### src/rtl/interrupt_responder.sv
// ============================================================================
//  Module   : interrupt_responder
//  Purpose  : Processor-side interrupt acceptor. Qualifies requests against
//             the global enable and instruction boundaries, saves the return
//             PC into EPC, redirects fetch to the handler, masks nesting
//             until ERET retires, then redirects back to EPC.
//  Revision : 1.0  initial release
// ============================================================================
`default_nettype none

module interrupt_responder #(
  parameter int          CNT_W     = 16,
  parameter logic [31:0] RESET_EPC = 32'h0
) (
  input  logic             CLK,
  input  logic             RST_N,
  input  logic             interr,
  input  logic [31:0]      interrAddr,
  input  logic [31:0]      PC,
  input  logic             instr_done,
  input  logic             eret,
  input  logic             int_en,
  output logic             pc_sel,
  output logic [31:0]      pc_target,
  output logic [31:0]      epc,
  output logic             in_handler,
  output logic             int_ack,
  output logic [CNT_W-1:0] taken_count
);

  typedef enum logic [2:0] {
    IDLE     = 3'd0,
    PENDING  = 3'd1,
    REDIRECT = 3'd2,
    HANDLER  = 3'd3,
    RETURN   = 3'd4
  } state_t;

  state_t state;
  state_t state_nxt;
  logic   load_target;   // capture interrAddr into pc_target
  logic   load_epc;      // capture PC into epc (only on entry to REDIRECT)
  logic   load_return;   // copy epc into pc_target (entry to RETURN)

  // Next-state decode and datapath load strobes
  always_comb begin
    state_nxt   = state;
    load_target = 1'b0;
    load_epc    = 1'b0;
    load_return = 1'b0;
    case (state)
      IDLE: begin
        if (interr && int_en) begin
          load_target = 1'b1;
          if (instr_done) begin
            load_epc  = 1'b1;
            state_nxt = REDIRECT;
          end else begin
            state_nxt = PENDING;
          end
        end
      end
      PENDING: begin
        // A withdrawn request wins over a coincident instruction boundary.
        if (!interr) begin
          state_nxt = IDLE;
        end else if (!int_en) begin
          state_nxt = IDLE;
        end else begin
          load_target = 1'b1;
          if (instr_done) begin
            load_epc  = 1'b1;
            state_nxt = REDIRECT;
          end
        end
      end
      REDIRECT: begin
        state_nxt = HANDLER;
      end
      HANDLER: begin
        // interr and int_en are deliberately ignored here: no nesting.
        if (instr_done && eret) begin
          load_return = 1'b1;
          state_nxt   = RETURN;
        end
      end
      RETURN: begin
        // Requests are only re-evaluated once back in IDLE.
        state_nxt = IDLE;
      end
      default: begin
        state_nxt = IDLE;
      end
    endcase
  end

  // State register
  always_ff @(posedge CLK or negedge RST_N) begin
    if (!RST_N) begin
      state <= IDLE;
    end else begin
      state <= state_nxt;
    end
  end

  // Registered status strobes, decoded from the state being entered
  always_ff @(posedge CLK or negedge RST_N) begin
    if (!RST_N) begin
      pc_sel     <= 1'b0;
      int_ack    <= 1'b0;
      in_handler <= 1'b0;
    end else begin
      pc_sel     <= (state_nxt == REDIRECT) || (state_nxt == RETURN);
      int_ack    <= (state_nxt == REDIRECT);
      in_handler <= (state_nxt == REDIRECT) || (state_nxt == HANDLER);
    end
  end

  // Redirect target: handler address while requesting, EPC on return
  always_ff @(posedge CLK or negedge RST_N) begin
    if (!RST_N) begin
      pc_target <= 32'h0;
    end else if (load_target) begin
      pc_target <= interrAddr;
    end else if (load_return) begin
      pc_target <= epc;
    end
  end

  // Saved return address, written only when a request is taken
  always_ff @(posedge CLK or negedge RST_N) begin
    if (!RST_N) begin
      epc <= RESET_EPC;
    end else if (load_epc) begin
      epc <= PC;
    end
  end

  // Taken-interrupt counter, wraps naturally at 2^CNT_W
  always_ff @(posedge CLK or negedge RST_N) begin
    if (!RST_N) begin
      taken_count <= '0;
    end else if (state_nxt == REDIRECT) begin
      taken_count <= taken_count + 1'b1;
    end
  end

endmodule

`default_nettype wire

### config.mk
export PLATFORM = sky130hd
export DESIGN_NAME = interrupt_responder
export DESIGN_NICKNAME = d
export VERILOG_FILES = /design/src/rtl/interrupt_responder.sv
export SDC_FILE = /design/constraint.sdc
export NUM_CORES = 1
export LEC_CHECK = 0
export ABC_AREA = 1
export CORE_MARGIN = 2
export CORE_UTILIZATION = 46
export CTS_CLUSTER_SIZE = 28
export DETAILED_ROUTE_END_ITERATION = 7
export GPL_TIMING_DRIVEN = 0
export PLACE_DENSITY_LB_ADDON = 0.3
export SYNTH_ARGS = -nofsm -noshare
export SYNTH_HDL_FRONTEND = slang
export SYNTH_SLANG_ARGS = --single-unit
### constraint.sdc
create_clock -name CLK -period 3.6 [get_ports CLK]
set_clock_uncertainty 0.1 [all_clocks]
set_input_delay 0.36 -clock CLK [delete_from_list [all_inputs] [get_ports CLK]]
set_output_delay 0.36 -clock CLK [all_outputs]
set_load 0.01 [all_outputs]
# --- Word-level counts from Yosys, hierarchy flattened ---
# Cells that the tools add are included.
word_totals:
  wordCells: 40
  input_bits: 70
  regBits: 86
op_classes:
  n_reduce_logical: 6
  mux: 20
  eq_ne: 6
  add_sub_neg: 1
op_table:
  columns: ["op", "count"]
  rows:
  - ["$mux W32", 2]
  - ["$add A16 B1 Y16 const B", 1]
  - ["$mux W3", 5]
  - ["$eq A3 B2 Y1 const B", 4]
  - ["$pmux W3 S4", 1]
  - ["$mux W1", 9]
  - ["$pmux W1 S2", 2]
  - ["$eq A3 B1 Y1 const B", 1]
  - ["$eq A3 B3 Y1 const B", 1]
  - ["$logic_not A3 Y1", 1]
  - ["$logic_and A1 B1 Y1", 2]
  - ["$logic_or A1 B1 Y1", 2]
  - ["$mux W2", 1]
  - ["$reduce_bool A2 Y1", 1]

# --- Depth between registers and ports, before layout ---
logic_depth:
  word_depth: 6
  depth_mapped: 8
  ltp_nobuf: 8

# --- Least setup slack after synthesis ---
# OpenSTA, ideal clock, no wires.
synth_timing:
  kind: "flip-flop to flip-flop"
  from: "register taken_count[0]"
  to: "register taken_count[12]"
  setup_slack_ps: 2106
  required_time_ps: 3383
  t_arrival_ps: 1277
  setup_ps: 117
  path_buffers: 0
  synth_period_minus_slack_ps: 1494
  path_stages_with_launch: 9
  path_cell_list: "dfrtp_1 -> ha_1 -> nand2_1 -> nor2_1 -> nand3b_1 -> nor2_1 -> nand2_1 -> nand2_1 -> nand2_1"
synth_between:
  elab_chain_len: 1
synth_rtl:
  columns: ["item", "line", "rtl"]
  rows:
  - ["start, declared", "28", "output logic [CNT_W-1:0] taken_count"]
  - ["start signal, assigned", "144", "taken_count <= taken_count + 1'b1;"]
  - ["$add A16 B1 Y16", "144", null]
# Every way passes these cells.
# A chain may end at the register's enable or synchronous reset.

# --- Worst setup path after layout ---
layout_timing:
  from: "register taken_count[8]"
  to: "output port taken_count[8]"
# No word-level cell between the ends.

==> metrics.csv <==
stage,metric,value,unit
worst_setup_path,Worst Path Arrival,1.38,ns
pwr,Worst VDD drop,0.395,mV
clocking,CTS tree,built,
floorplan,die area,0.00865,sq mm
sta,period utilization,51.0,%
finish,synthesis-to-finish area growth,52.7,%
hold_path,hold path cells,2,
pwr,total chip power,4.06,mW
pwr,P_sw,1.33,mW
worst_setup_path,flop-to-flop setup slack,1.93,ns
clocking,CTS Root Cell,clkbuf_8,
clocking,post-CTS sizing,0,
sta,worst slew pin tran,0.568,ns
synthesis,area share of the largest cell type after synthesis,59.1,%
pwr,Comb pwr share,39.8,%
clocking,Post-CTS Setup Bufs,0,
sta,RSZ-0062 raised after global routing,false,
synthesis,Syn Area/Cell,8.28,sq um
floorplan,overall die height,93.0,um
floorplan,Starting Density,47.4,%
pwr,internal power,2.73,mW
detailed_routing,Initial DRC Count,143,
global_route,GRT overflow,0,
detailed_routing,average wire per standard cell,14.6,um
sta,crit path time final,1.84,ns
synthesis,Ys Warns,0,
pwr,power per cell area,729,mW/mm^2
worst_setup_path,worst path required time,3.14,ns
worst_setup_path,critical path class,reg2out,
pwr,Seq pwr share,40.3,%
synthesis,ranking of synthesized cells by area,"dfrtp_1 (59%), nand2_1 (25%), nand3_1 (5.5%)",
floorplan,Core ar.,0.00769,sq mm
worst_setup_path,slowest CP cell,clkdlybuf4s50_1,
status,status,finished clean,
sta,Slew HR,62.1,%
place,Port-buffer cells,152,
clocking,Worst-path clk slew,0.08,ns
clocking,Inserted Clock Buffers,9,
synthesis,Yosys cell types,18,
synthesis,Synth Register Bits,86,
pwr,Switching Share,32.7,%
detailed_routing,vias,3485,
global_route,Overall Global Routing Usage,25.2,%
sta,final-report setup violation count,0,
clocking,Clock Tree Buf Depth,2,
clocking,Clock H-tree levels,3,
clocking,CTS sink cnt,86,
place,GP Congestion,0.856,
worst_setup_path,CP Max Fanout,6,
worst_setup_path,ordered list of cells on the worst path,clkdlybuf4s50_1,
finish,fillcell total,618,
worst_setup_path,cell family with most CP delay,buffers and inverters,
worst_setup_path,Reg2Reg Depth,8,
finish,share of cells above drive strength 1,5.58,%
finish,nets,676,
clocking,Post-CTS Hold Buffers,1,
detailed_routing,"antenna viol nets, final",0,
hold_path,Worst Hold Class,reg2reg,
pwr,Pleak,2.63,nW
global_route,vias in the first global route,3380,
worst_setup_path,CP endpoint kind,output port,
synthesis,sequential fraction of the synthesis area,59.1,%
place,Post-DP HPWL,7510,um
pwr,clock power share,19.9,%
job,Max Cap Violations,0,
worst_setup_path,crit path buf inv count,1,
detailed_routing,DR DRC count,0,
worst_setup_path,Startpoint Class,flop,
global_route,largest net degree at the start of global routing,47,
sta,Max Freq,545,MHz
worst_setup_path,reg-to-reg critical path endpoint,taken_count[14],
sta,max-slew violation count,0,
worst_setup_path,Worst path max stage delay,0.58,ns
detailed_routing,total wire length,10400,um
finish,ANT cells,0,
floorplan,Core Rows,32,
synthesis,Post-Syn Area,0.00364,sq mm
place,Cells after DPL,695,
hold_path,hold endpoint,pc_target[20],
synthesis,"Net Count, Synth",511,
floorplan,io pins,153,
sta,final hold violation count,0,
worst_setup_path,RR Startpoint,taken_count[0],
synthesis,Yosys top cell by area,dfrtp_1,
synthesis,Post-Synthesis Cells,440,
detailed_routing,DRT Pass-1 Iters,4,
hold_path,Hold Startpoint,pc_target[20],
global_route,first-pass GRT wire length,16800,um
finish,Finished Layout Cells,711,
clocking,clk_lat worst skew,0.35,ns
floorplan,Die Wd,93.0,um
global_route,initial antenna violation count,0,
detailed_routing,via density per instance,4.90,
Yosys cell counts:
library cell and instances:
a21boi_0 1, buf_2 11, buf_4 3, clkbuf_1 4, dfrtp_1 86, ha_1 1, inv_1 8, inv_2 1
nand2_1 244, nand2_2 1, nand3_1 40, nand3b_1 4, nand4_1 2, nor2_1 19, nor2_2 2, o21ai_0 5
xnor2_1 4, xor2_1 4
power groups by stage:
stage	logic, mW	clock network [mW]	registers, mW
2_1_floorplan	0.436	0	1.80
3_3_place_gp	1.58	0	1.63
3_5_place_dp	1.63	0	1.65
4_1_cts	1.64	0.819	1.63
5_1_grt	1.75	0.866	1.69
6_report	1.61	0.807	1.64
kinds of logic after synthesis:
group / after synthesis / share of synthesized area (%)
AOI/OAI and AO/OA: 6 / 0.893
xor gates and xnor gates: 8 / 1.92
adders and majority gates: 1 / 0.343
buffers and inverters: 27 / 3.47
DFF: 86 / 59.1
and+or+nand+nor: 312 / 34.3
through the flow:
stage          hold WS (ns)  setup WS [ns]  TNS (ns)  utilization, %  instance area (sq um)
2_1_floorplan       -0.0356           2.11         0               -                   3640
3_3_place_gp          0.362         -0.995    -85.22            68.8                   5290
3_5_place_dp          0.286           1.54         0            69.2                   5320
4_1_cts               0.387           1.75         0            72.4                   5560
5_1_grt               0.410           1.69         0            72.4                   5560
6_report              0.386           1.76         0            72.4                   5560
metal layers:
layer,track usage [%],part of all wire (%)
met1,33.3,43
met2,41.6,50
met3,4.35,5.5
met4,9.93,2.1
met5,0,0
registers in the layout, indices dropped and copies added, names as in the netlist:
| register | count |
|---|---|
| state | 3 |
| pc_target | 32 |
| epc | 32 |
| pc_sel | 1 |
| in_handler | 1 |
| taken_count | 16 |
| int_ack | 1 |
worst max path at each step:
stage                   start         endpoint  slack [ns]  depth (start not counted)
2_1_floorplan  taken_count[0]  taken_count[12]        2.11                          8
3_3_place_gp            RST_N   taken_count[3]        -1.0                          1
3_5_place_dp       instr_done    pc_target[24]        1.54                          7
4_1_cts        taken_count[8]   taken_count[8]        1.75                          1
5_1_grt        taken_count[0]  taken_count[14]        1.69                          8
6_report       taken_count[8]   taken_count[8]        1.76                          1
cell type report:
class / count / area, sq um / area share, %
Buffer: 18 / 92.6 / 1.66
Clock buffer: 11 / 141 / 2.54
Clock inverter: 4 / 95.1 / 1.71
Inverter: 9 / 33.8 / 0.607
Multi-Input combinational cell: 327 / 1360 / 24.5
Sequential cell: 86 / 2150 / 38.7
Tap cell: 102 / 128 / 2.29
Timing Repair Buffer: 154 / 1560 / 28.0
cells in the final DEF (no fill, tap or decap), types with 2 or more instances in the layout:
cell type / synthesis / layout
dfrtp_1: 86 / 86
buf_2: 11 / 11
clkbuf_1: 4 / 5
xor2_1: 4 / 4
clkbuf_8: 0 / 10
xnor2_1: 4 / 4
nor2_1: 19 / 19
inv_1: 8 / 8
nand3b_1: 4 / 4
nand4_1: 2 / 2
clkdlybuf4s50_1: 0 / 151
nand2_1: 244 / 244
nand3_1: 40 / 40
buf_4: 3 / 4
o21ai_0: 5 / 5
nor2_2: 2 / 2
bufinv_16: 0 / 3
(Power assumes the default switching activity.)
